[src/rtl/clk_gen_pkg.sv]
// Shared types and defaults for the programmable clock generator controller.
// The config struct is shared by the shadow and active registers.
package clk_gen_pkg;

  localparam int CLK_GEN_PERIOD_W = 8;
  localparam int CLK_GEN_DEF_PERIOD = 10;
  localparam int CLK_GEN_DEF_HIGH = 5;
  localparam int CLK_GEN_DEF_PHASE = 4;

  typedef enum logic [1:0] {
    IDLE = 2'd0,
    RUN  = 2'd1,
    STOP = 2'd2
  } state_t;

  typedef struct packed {
    logic [CLK_GEN_PERIOD_W-1:0] period;
    logic [CLK_GEN_PERIOD_W-1:0] high;
    logic [CLK_GEN_PERIOD_W-1:0] phase;
  } cfg_t;

endpackage

[src/rtl/clk_gen_phase_cmp.sv]
// Phase comparator: shifts the period counter back by the phase offset (mod period)
// and reports whether the shifted count falls inside the high window.
module clk_gen_phase_cmp #(
  parameter int W = 8
) (
  input  logic [W-1:0] cnt,
  input  logic [W-1:0] phase,
  input  logic [W-1:0] period,
  input  logic [W-1:0] high,
  output logic         phase_hit
);

  logic [W:0] pcnt;

  // One extra bit keeps cnt+period-phase from wrapping before the compare.
  always_comb begin
    if (cnt >= phase) begin
      pcnt = {1'b0, cnt - phase};
    end else begin
      pcnt = {1'b0, cnt} + {1'b0, period} - {1'b0, phase};
    end
    phase_hit = (pcnt < {1'b0, high});
  end

endmodule

[src/rtl/clk_gen_ctrl.sv]
// Runtime-programmable clock generator controller with glitch-free reconfiguration.
// Define CLK_GEN_CTRL_PHASE_OUT_EN to build the phase-shifted output; otherwise it is tied low.
module clk_gen_ctrl
  import clk_gen_pkg::*;
#(
  parameter int PERIOD_W   = CLK_GEN_PERIOD_W,
  parameter int DEF_PERIOD = CLK_GEN_DEF_PERIOD,
  parameter int DEF_HIGH   = CLK_GEN_DEF_HIGH,
  parameter int DEF_PHASE  = CLK_GEN_DEF_PHASE
) (
  input  logic                clk,
  input  logic                rst_n,
  input  logic                en,
  input  logic                cfg_valid,
  output logic                cfg_ready,
  input  logic [PERIOD_W-1:0] cfg_period,
  input  logic [PERIOD_W-1:0] cfg_high,
  input  logic [PERIOD_W-1:0] cfg_phase,
  output logic                cfg_err,
  output logic                cfg_pending,
  output logic                busy,
  output logic                clk_out_ref,
  output logic                clk_out_phase
);

  state_t              state;
  logic [PERIOD_W-1:0] cnt;
  cfg_t                act;
  cfg_t                shd;
  logic                cfg_ok;
  logic                xfer;
  logic                wrap;
  logic                apply;
  logic                running;

  assign cfg_ready = !cfg_pending;
  assign xfer      = cfg_valid && !cfg_pending;
  assign wrap      = (cnt == (act.period - PERIOD_W'(1)));
  assign running   = (state != IDLE);
  // Shadow lands immediately when idle, otherwise only on a period boundary.
  assign apply     = cfg_pending && ((state == IDLE) || wrap);

  // The phase field is range-checked even when the phase output is not built.
  always_comb begin
    cfg_ok = (cfg_period >= PERIOD_W'(2)) &&
             (cfg_high != '0) &&
             (cfg_high < cfg_period) &&
             (cfg_phase < cfg_period);
  end

  always_ff @(posedge clk or negedge rst_n) begin
    if (!rst_n) begin
      act         <= '{period: PERIOD_W'(DEF_PERIOD),
                       high:   PERIOD_W'(DEF_HIGH),
                       phase:  PERIOD_W'(DEF_PHASE)};
      shd         <= '0;
      cfg_pending <= 1'b0;
      cfg_err     <= 1'b0;
    end else begin
      cfg_err <= xfer && !cfg_ok;
      if (apply) begin
        act         <= shd;
        cfg_pending <= 1'b0;
      end else if (xfer && cfg_ok) begin
        shd         <= '{period: cfg_period, high: cfg_high, phase: cfg_phase};
        cfg_pending <= 1'b1;
      end
    end
  end

`ifdef CLK_GEN_CTRL_PHASE_OUT_EN
  logic phase_hit;

  clk_gen_phase_cmp #(
    .W(PERIOD_W)
  ) u_phase_cmp (
    .cnt      (cnt),
    .phase    (act.phase),
    .period   (act.period),
    .high     (act.high),
    .phase_hit(phase_hit)
  );
`else
  logic unused_phase;
  assign unused_phase  = ^act.phase;
  assign clk_out_phase = 1'b0;
`endif

  // STOP keeps counting so the pulse in flight always completes its period.
  always_ff @(posedge clk or negedge rst_n) begin
    if (!rst_n) begin
      state         <= IDLE;
      cnt           <= '0;
      busy          <= 1'b0;
      clk_out_ref   <= 1'b0;
`ifdef CLK_GEN_CTRL_PHASE_OUT_EN
      clk_out_phase <= 1'b0;
`endif
    end else begin
      clk_out_ref   <= running && (cnt < act.high);
`ifdef CLK_GEN_CTRL_PHASE_OUT_EN
      clk_out_phase <= running && phase_hit;
`endif
      case (state)
        IDLE: begin
          cnt <= '0;
          if (en) begin
            state <= RUN;
            busy  <= 1'b1;
          end
        end
        RUN: begin
          cnt <= wrap ? '0 : cnt + PERIOD_W'(1);
          if (!en) begin
            state <= STOP;
          end
        end
        STOP: begin
          cnt <= wrap ? '0 : cnt + PERIOD_W'(1);
          if (en) begin
            state <= RUN;
          end else if (wrap) begin
            state <= IDLE;
            busy  <= 1'b0;
          end
        end
        default: begin
          state <= IDLE;
          cnt   <= '0;
          busy  <= 1'b0;
        end
      endcase
    end
  end

endmodule

[config.mk]
export PLATFORM = sky130hd
export DESIGN_NAME = clk_gen_ctrl
export DESIGN_NICKNAME = d
export VERILOG_FILES = /design/src/rtl/clk_gen_pkg.sv /design/src/rtl/clk_gen_phase_cmp.sv /design/src/rtl/clk_gen_ctrl.sv
export SDC_FILE = /design/constraint.sdc
export NUM_CORES = 1
export LEC_CHECK = 0
export ABC_AREA = 1
export CORE_ASPECT_RATIO = 0.6
export CORE_UTILIZATION = 55
export CTS_CLUSTER_SIZE = 12
export DETAILED_ROUTE_END_ITERATION = 7
export DONT_BUFFER_PORTS = 1
export PLACE_DENSITY = 0.73
export SLEW_MARGIN = 20
export SYNTH_ARGS = -nofsm -noshare
export SYNTH_HDL_FRONTEND = slang
export SYNTH_HIERARCHICAL = 1
export SYNTH_SLANG_ARGS = --single-unit
[constraint.sdc]
create_clock -name clk -period 1.65 [get_ports clk]
set_input_delay 0.33 -clock clk [delete_from_list [all_inputs] [get_ports clk]]
set_output_delay 0.33 -clock clk [all_outputs]
set_load 0.02 [all_outputs]
==> impl_metrics.env, run 1 <==
export IMPL_die_h_um=57.4
export IMPL_insertion_delay_ns=0.31
export IMPL_final_cell_count_no_fill=446
export IMPL_drive_gt1_frac=0.222
export IMPL_synthCells=354
export IMPL_ff2ff_path_depth=13
export IMPL_drcViolationCount=0
export IMPL_synth_yosys_seq_area_share=0.411
export IMPL_cts_tree="done"
export IMPL_fin_hold_ws_ns=0.150
export IMPL_ys_warn_count=6
export IMPL_ys_flop_type="dfrtp_1"
export IMPL_wl_mm=6.39
export IMPL_grt_use_total=0.251
export IMPL_slowest_stage="dfrtp_1"
export IMPL_viasPerCell=5.25
export IMPL_rsz0062_at_grt="yes"
export IMPL_tns_ns=-3.14
export IMPL_path_class="reg -> reg"
export IMPL_drv_slew=0
export IMPL_synth_edf_count=0
export IMPL_hold_path_class="in -> reg"
export IMPL_power_leakage_nw=1.76
export IMPL_cts_max_level=2
export IMPL_worstSetupStartpoint="act[16]"
export IMPL_path_buf_inv=2
export IMPL_yosys_top_cells_area="dfrtp_1, nand2_1, ha_1"
export IMPL_crit_path_start_kind="register"
export IMPL_drtPass1Iterations=4
export IMPL_crit_fanout=7
export IMPL_yosysTopAreaCellShare=0.374
export IMPL_grt_pass1_vias=2102
export IMPL_post_place_ws_ns=-0.245
export IMPL_num_vias=2343
export IMPL_rows=19
export IMPL_dpl_hpwl_mm=4.66
export IMPL_synth_seq_cells=46
export IMPL_port_buffers=0
export IMPL_timing_reg2reg_setup_slack_ns=-0.16
export IMPL_fin_nets=438
export IMPL_cts_path_max_buffers=2
export IMPL_fill_cells=362
export IMPL_syn_avg_cell_area_um2=7.95
export IMPL_cts_root_buffer="clkbuf_8"
export IMPL_fin_ws_ns=-0.164
export IMPL_antenna_left=0
export IMPL_fin_skew_ns=0.00936
export IMPL_synth_distinct_cells=31
export IMPL_fin_crit_sh=1.10
export IMPL_power_density_nw_per_um2=1650
export IMPL_synth_top_cells_by_count="nand2_1, inv_1, dfrtp_1"
export IMPL_multi_input_area_um2=1610
export IMPL_synthArstFlopShare=1.00
export IMPL_worstHoldPathCells=2
export IMPL_drt_iter0_markers=118
export IMPL_violations="negative setup slack"
export IMPL_crit_required_ns=1.90
export IMPL_crit_chain="inv_2 -> ha_4 -> nand2_4 -> nor2_4 -> nand3_2 -> nand2_1 -> nand3_2 -> nor2_4 -> nand2_4 -> nand2_8 -> buf_12 -> nand3_2 -> nand2_1"
export IMPL_syn_to_final_growth_pct=21.5
export IMPL_crit_family="simple AND/OR/NAND/NOR gates"
export IMPL_min_delay_start="cfg_valid"
export IMPL_cp_common_cell="nand3_2"
export IMPL_hold_viol=0
export IMPL_min_to="cfg_err"
export IMPL_status="complete, but fails checks"
export IMPL_pin_count=34
export IMPL_antenna_found_initial=0
export IMPL_die_w_um=94.3
export IMPL_gp_congestion=0.832
export IMPL_post_place_cells=431
export IMPL_cap_violations=0
export IMPL_synthesis_nets=410
export IMPL_grt_max_degree=47
export IMPL_grt_overflow=0
export IMPL_yosysTopAreaCell="dfrtp_1"
export IMPL_final_core_util=0.723
export IMPL_grt_pass1_wl_mm=10.2
export IMPL_ir_drop_mv=0.970
export IMPL_register_area_um2=1160
export IMPL_routedWlPerCell_um=14.3
export IMPL_die_area_um2=5410
export IMPL_crit_arrival_ns=2.06
export IMPL_syn_area_um2=2810
export IMPL_clock_sinks=46
export IMPL_clkTransAtPathRegs_ns=0.08
export IMPL_min_period_ns=1.81
export IMPL_antennaDiodeCount=0
export IMPL_r2r_start="act[16]"
export IMPL_numCtsBuffers=5
export IMPL_synth_most_common_cell="nand2_1"
export IMPL_crit_path_end_kind="register"
export IMPL_coreArea_um2=4730
export IMPL_setup_viol=27
export IMPL_max_freq_mhz=551
export IMPL_slowest_delay_ns=0.39
export IMPL_start_util=0.595
export IMPL_rr_endpoint="act[21]"
## layer usage
layer / vias up / part of all wire / global-route usage
li1: 1183 / - / -
met1: 1110 / 0.55 / 0.407
met2: 45 / 0.40 / 0.333
met3: 5 / 0.045 / 0.0453
met4: 0 / 0.0072 / 0.0725
met5: - / 0 / 0
## how the worst max path moves through the flow
stage	slack, ns	cells past startpoint	end
3_5_place_dp	-0.24	11	shd[9]
6_report	-0.16	13	act[21]
5_1_grt	-0.27	14	act[21]
4_1_cts	-0.16	10	act[21]
3_3_place_gp	-0.20	11	shd[11]
2_1_floorplan	-0.1	15	act[21]
## flip-flops by register name, summed over array words and instances, names as in the netlist
name and cells:
shd 16, cfg_err 1, clk_out_ref 1, cnt 8
state 2, cfg_pending 1, act 16, busy 1
## power breakdown
group          total (mW)  switching (mW)  internal [mW]
registers            2.03           0.418           1.61
logic                2.74            1.62           1.12
clock network       0.888           0.394          0.494
## placed cells by master, fill, tap and decap left out, types with 4 or more instances in the layout
cell,n
nand2_1,88
nand4_1,5
a21oi_1,8
nor2_1,18
dfstp_2,4
clkbuf_8,6
nand3_2,7
o21ai_0,22
inv_2,7
nor2_4,4
nor3_1,9
buf_4,21
nand2_4,7
ha_1,24
nand2_2,11
xor2_1,7
inv_1,39
dfrtp_1,42
nand3_1,24
## timing repair
action                                  in CTS  in global routing
hold buffers                                 2                  0
cloned                                       2                  2
gates resized for setup                      5                 23
buffers inserted                             1                  0
endpoints found under the setup margin      27                 43
pin swaps                                    9                 15
hold endpoints to repair                    46                  0
## kinds of logic (layout without fill, tap and decap cells)
| family | after synthesis | in the layout | synth area share |
|---|---|---|---|
| buffers and inverters | 57 | 83 | 0.0841 |
| adders and majority gates | 28 | 28 | 0.125 |
| AOI/OAI and AO/OA | 36 | 36 | 0.0676 |
| xor gates and xnor gates | 10 | 10 | 0.0311 |
| and+or+nand+nor | 176 | 179 | 0.280 |
| other | 1 | 1 | 0.00133 |
| DFF | 46 | 46 | 0.411 |
## metrics by stage
step | power, mW | instance area, µm²
5_1_grt | 6.08 | 3420
2_1_floorplan | 3.66 | 2890
6_report | 5.65 | 3420
3_5_place_dp | 4.26 | 3090
3_3_place_gp | 4.18 | 3090
4_1_cts | 5.31 | 3290
## final cells by class
cell class                 count  area share
multi-input combinational    254       0.472
sequential                    46       0.338
timing repair buffer          27      0.0794
inverter                      48      0.0534
clock buffer                   7      0.0253
tap                           63      0.0231
clock inverter                 1     0.00878
No activity file was read; power rests on OpenSTA's default activity.
==> run 2, diff against run 1 <==
--- a/config.mk
+++ b/config.mk
@@ -7,12 +7,12 @@
 export LEC_CHECK = 0
 export ABC_AREA = 1
 export CORE_ASPECT_RATIO = 0.6
-export CORE_UTILIZATION = 55
+export CORE_UTILIZATION = 25
 export CTS_CLUSTER_SIZE = 12
 export DETAILED_ROUTE_END_ITERATION = 7
 export DONT_BUFFER_PORTS = 1
-export PLACE_DENSITY = 0.73
-export SLEW_MARGIN = 20
+export GPL_ROUTABILITY_DRIVEN = 1
+export SLEW_MARGIN = 5
 export SYNTH_ARGS = -nofsm -noshare
 export SYNTH_HDL_FRONTEND = slang
 export SYNTH_HIERARCHICAL = 1
==> run 2 against run 1 <==
  * The run still ends with negative setup slack left
  * Register-to-register slack better by 0.02 ns
  * Clock skew is 0.0046 ns lower
  * First-iteration DRC count is 32% lower
  * Global-route usage is 13 points lower
  * Cell count is 17% higher
  * Sequential power hardly changed
  * Setup slack better by 0.022 ns
==> impl_metrics.env, run 2 (synthesis results as in run 1) <==
export IMPL_viasPerCell=4.51
export IMPL_crit_required_ns=1.83
export IMPL_grt_pass1_vias=2334
export IMPL_drive_gt1_frac=0.217
export IMPL_finalPower_mw=5.63
export IMPL_mostFrequentLayoutCell="nand2_1"
export IMPL_post_place_ws_ns=-0.214
export IMPL_fin_crit_sh=1.09
export IMPL_crit_chain="inv_2 -> ha_4 -> or2_4 -> nand4_1 -> nor2_4 -> nand2_4 -> nand2_8 -> buf_12 -> nand3_1 -> nand2_1"
export IMPL_fin_skew_ns=0.00471
export IMPL_register_area_um2=1160
export IMPL_die_area_um2=11700
export IMPL_clock_sinks=46
export IMPL_coreArea_um2=10700
export IMPL_fin_nets=437
export IMPL_antenna_found_initial=0
export IMPL_drtPass1Iterations=4
export IMPL_antennaDiodeCount=0
export IMPL_cts_max_level=2
export IMPL_gp_congestion=0.795
export IMPL_antenna_left=0
export IMPL_mostFrequentLayoutCells="nand2_1, dfrtp_1, inv_1"
export IMPL_grt_overflow=0
export IMPL_min_period_ns=1.79
export IMPL_min_delay_start="cfg_valid"
export IMPL_grt_max_degree=47
export IMPL_crit_path_end_kind="register"
export IMPL_multi_input_area_um2=1610
export IMPL_crit_path_start_kind="register"
export IMPL_fill_cells=1130
export IMPL_status="complete, but fails checks"
export IMPL_numCtsBuffers=5
export IMPL_violations="negative setup slack"
export IMPL_power_density_nw_per_um2=1590
export IMPL_drt_iter0_markers=80
export IMPL_fin_hold_ws_ns=0.180
export IMPL_syn_to_final_growth_pct=26.2
export IMPL_die_w_um=139
export IMPL_slowest_delay_ns=0.54
export IMPL_rsz0062_at_grt="yes"
export IMPL_cts_path_max_buffers=2
export IMPL_tns_ns=-3.01
export IMPL_ir_drop_mv=0.608
export IMPL_insertion_delay_ns=0.29
export IMPL_worstSetupStartpoint="act[17]"
export IMPL_drcViolationCount=0
export IMPL_cts_tree="done"
export IMPL_num_vias=2352
export IMPL_pin_count=34
export IMPL_fin_ws_ns=-0.142
export IMPL_start_util=0.262
export IMPL_max_freq_mhz=558
export IMPL_largestRegisters="act: 16 flops, shd: 16 flops, cnt: 8 flops"
export IMPL_wl_mm=6.76
export IMPL_crit_fanout=8
export IMPL_power_leakage_nw=1.77
export IMPL_port_buffers=0
export IMPL_routedWlPerCell_um=13.0
export IMPL_cap_violations=0
export IMPL_die_h_um=84.2
export IMPL_hold_viol=0
export IMPL_dpl_cell_area_um2=3200
export IMPL_cts_root_buffer="clkbuf_16"
export IMPL_grt_use_total=0.123
export IMPL_path_class="reg -> reg"
export IMPL_setup_viol=28
export IMPL_dpl_hpwl_mm=5.14
export IMPL_hold_path_class="in -> reg"
export IMPL_r2r_start="act[17]"
export IMPL_crit_arrival_ns=1.97
export IMPL_drv_slew=0
export IMPL_rows=29
export IMPL_clkTransAtPathRegs_ns=0.06
export IMPL_slowest_stage="dfstp_2"
export IMPL_grt_pass1_wl_mm=11.5
export IMPL_final_cell_area_um2=3550
==> run 2: cell types whose count changed in the layout (fill, tap and decap cells not counted), sizes merged <==
cell,before,now
buf,25,26
bufinv,1,0
clkbuf,8,7
clkinv,1,3
clkinvlp,0,1
inv,47,46
nand2,108,106
==> run 2: final timing paths <==
path                            cells after the start       to  slack, ns
min in group asynchronous                           2   cnt[1]       0.54
worst max register to register                     10  act[21]      -0.14
worst max-delay path                               10  act[21]      -0.14
max in group asynchronous                           2  act[19]       0.84
worst min-delay path                                2  cfg_err       0.18
worst min register to register                      2   act[8]       0.48
==> run 2: where the power goes <==
part / total [mW] / internal [mW] / switching (mW)
Sequential: 2.04 / 1.61 / 0.433
Clock: 0.988 / 0.557 / 0.431
Combinational: 2.60 / 1.07 / 1.53
==> run 2: through the flow <==
step,util,cells
final,0.330,521
after global placement,0.298,508
after floorplan,-,354
after detailed placement,0.298,508
after global routing,0.330,521
after CTS,0.319,519
==> run 2: area by class of cell <==
class	count	share of cell area
multi-input combinational	252	0.453
sequential	46	0.326
timing repair buffer	28	0.0811
inverter	48	0.0525
tap	139	0.0490
clock buffer	6	0.0363
clock inverter	2	0.00282
==> run 2: routing by layer <==
metal | global-route usage | part of all wire | routed length, µm
met4 | 0.0333 | 0.0098 | 66
met5 | 0 | 0 | 0
met1 | 0.187 | 0.54 | 3680
met3 | 0.0268 | 0.036 | 241
met2 | 0.174 | 0.41 | 2770
==> run 2: critical path, delay by kind of cell (launching register included) <==
family,cells,cell delay [ns]
fa+ha+maj,1,0.23
flops,1,0.54
simple gates,7,0.72
buf+inv,2,0.19
==> run 2: repair_timing <==
item,4_1_cts,5_1_grt
gates cloned,1,1
setup buffers,0,1
resized for setup,9,19
endpoints found under the hold margin,46,0
hold buffers,2,0
endpoints found under the setup margin,28,44
pin swaps,12,9
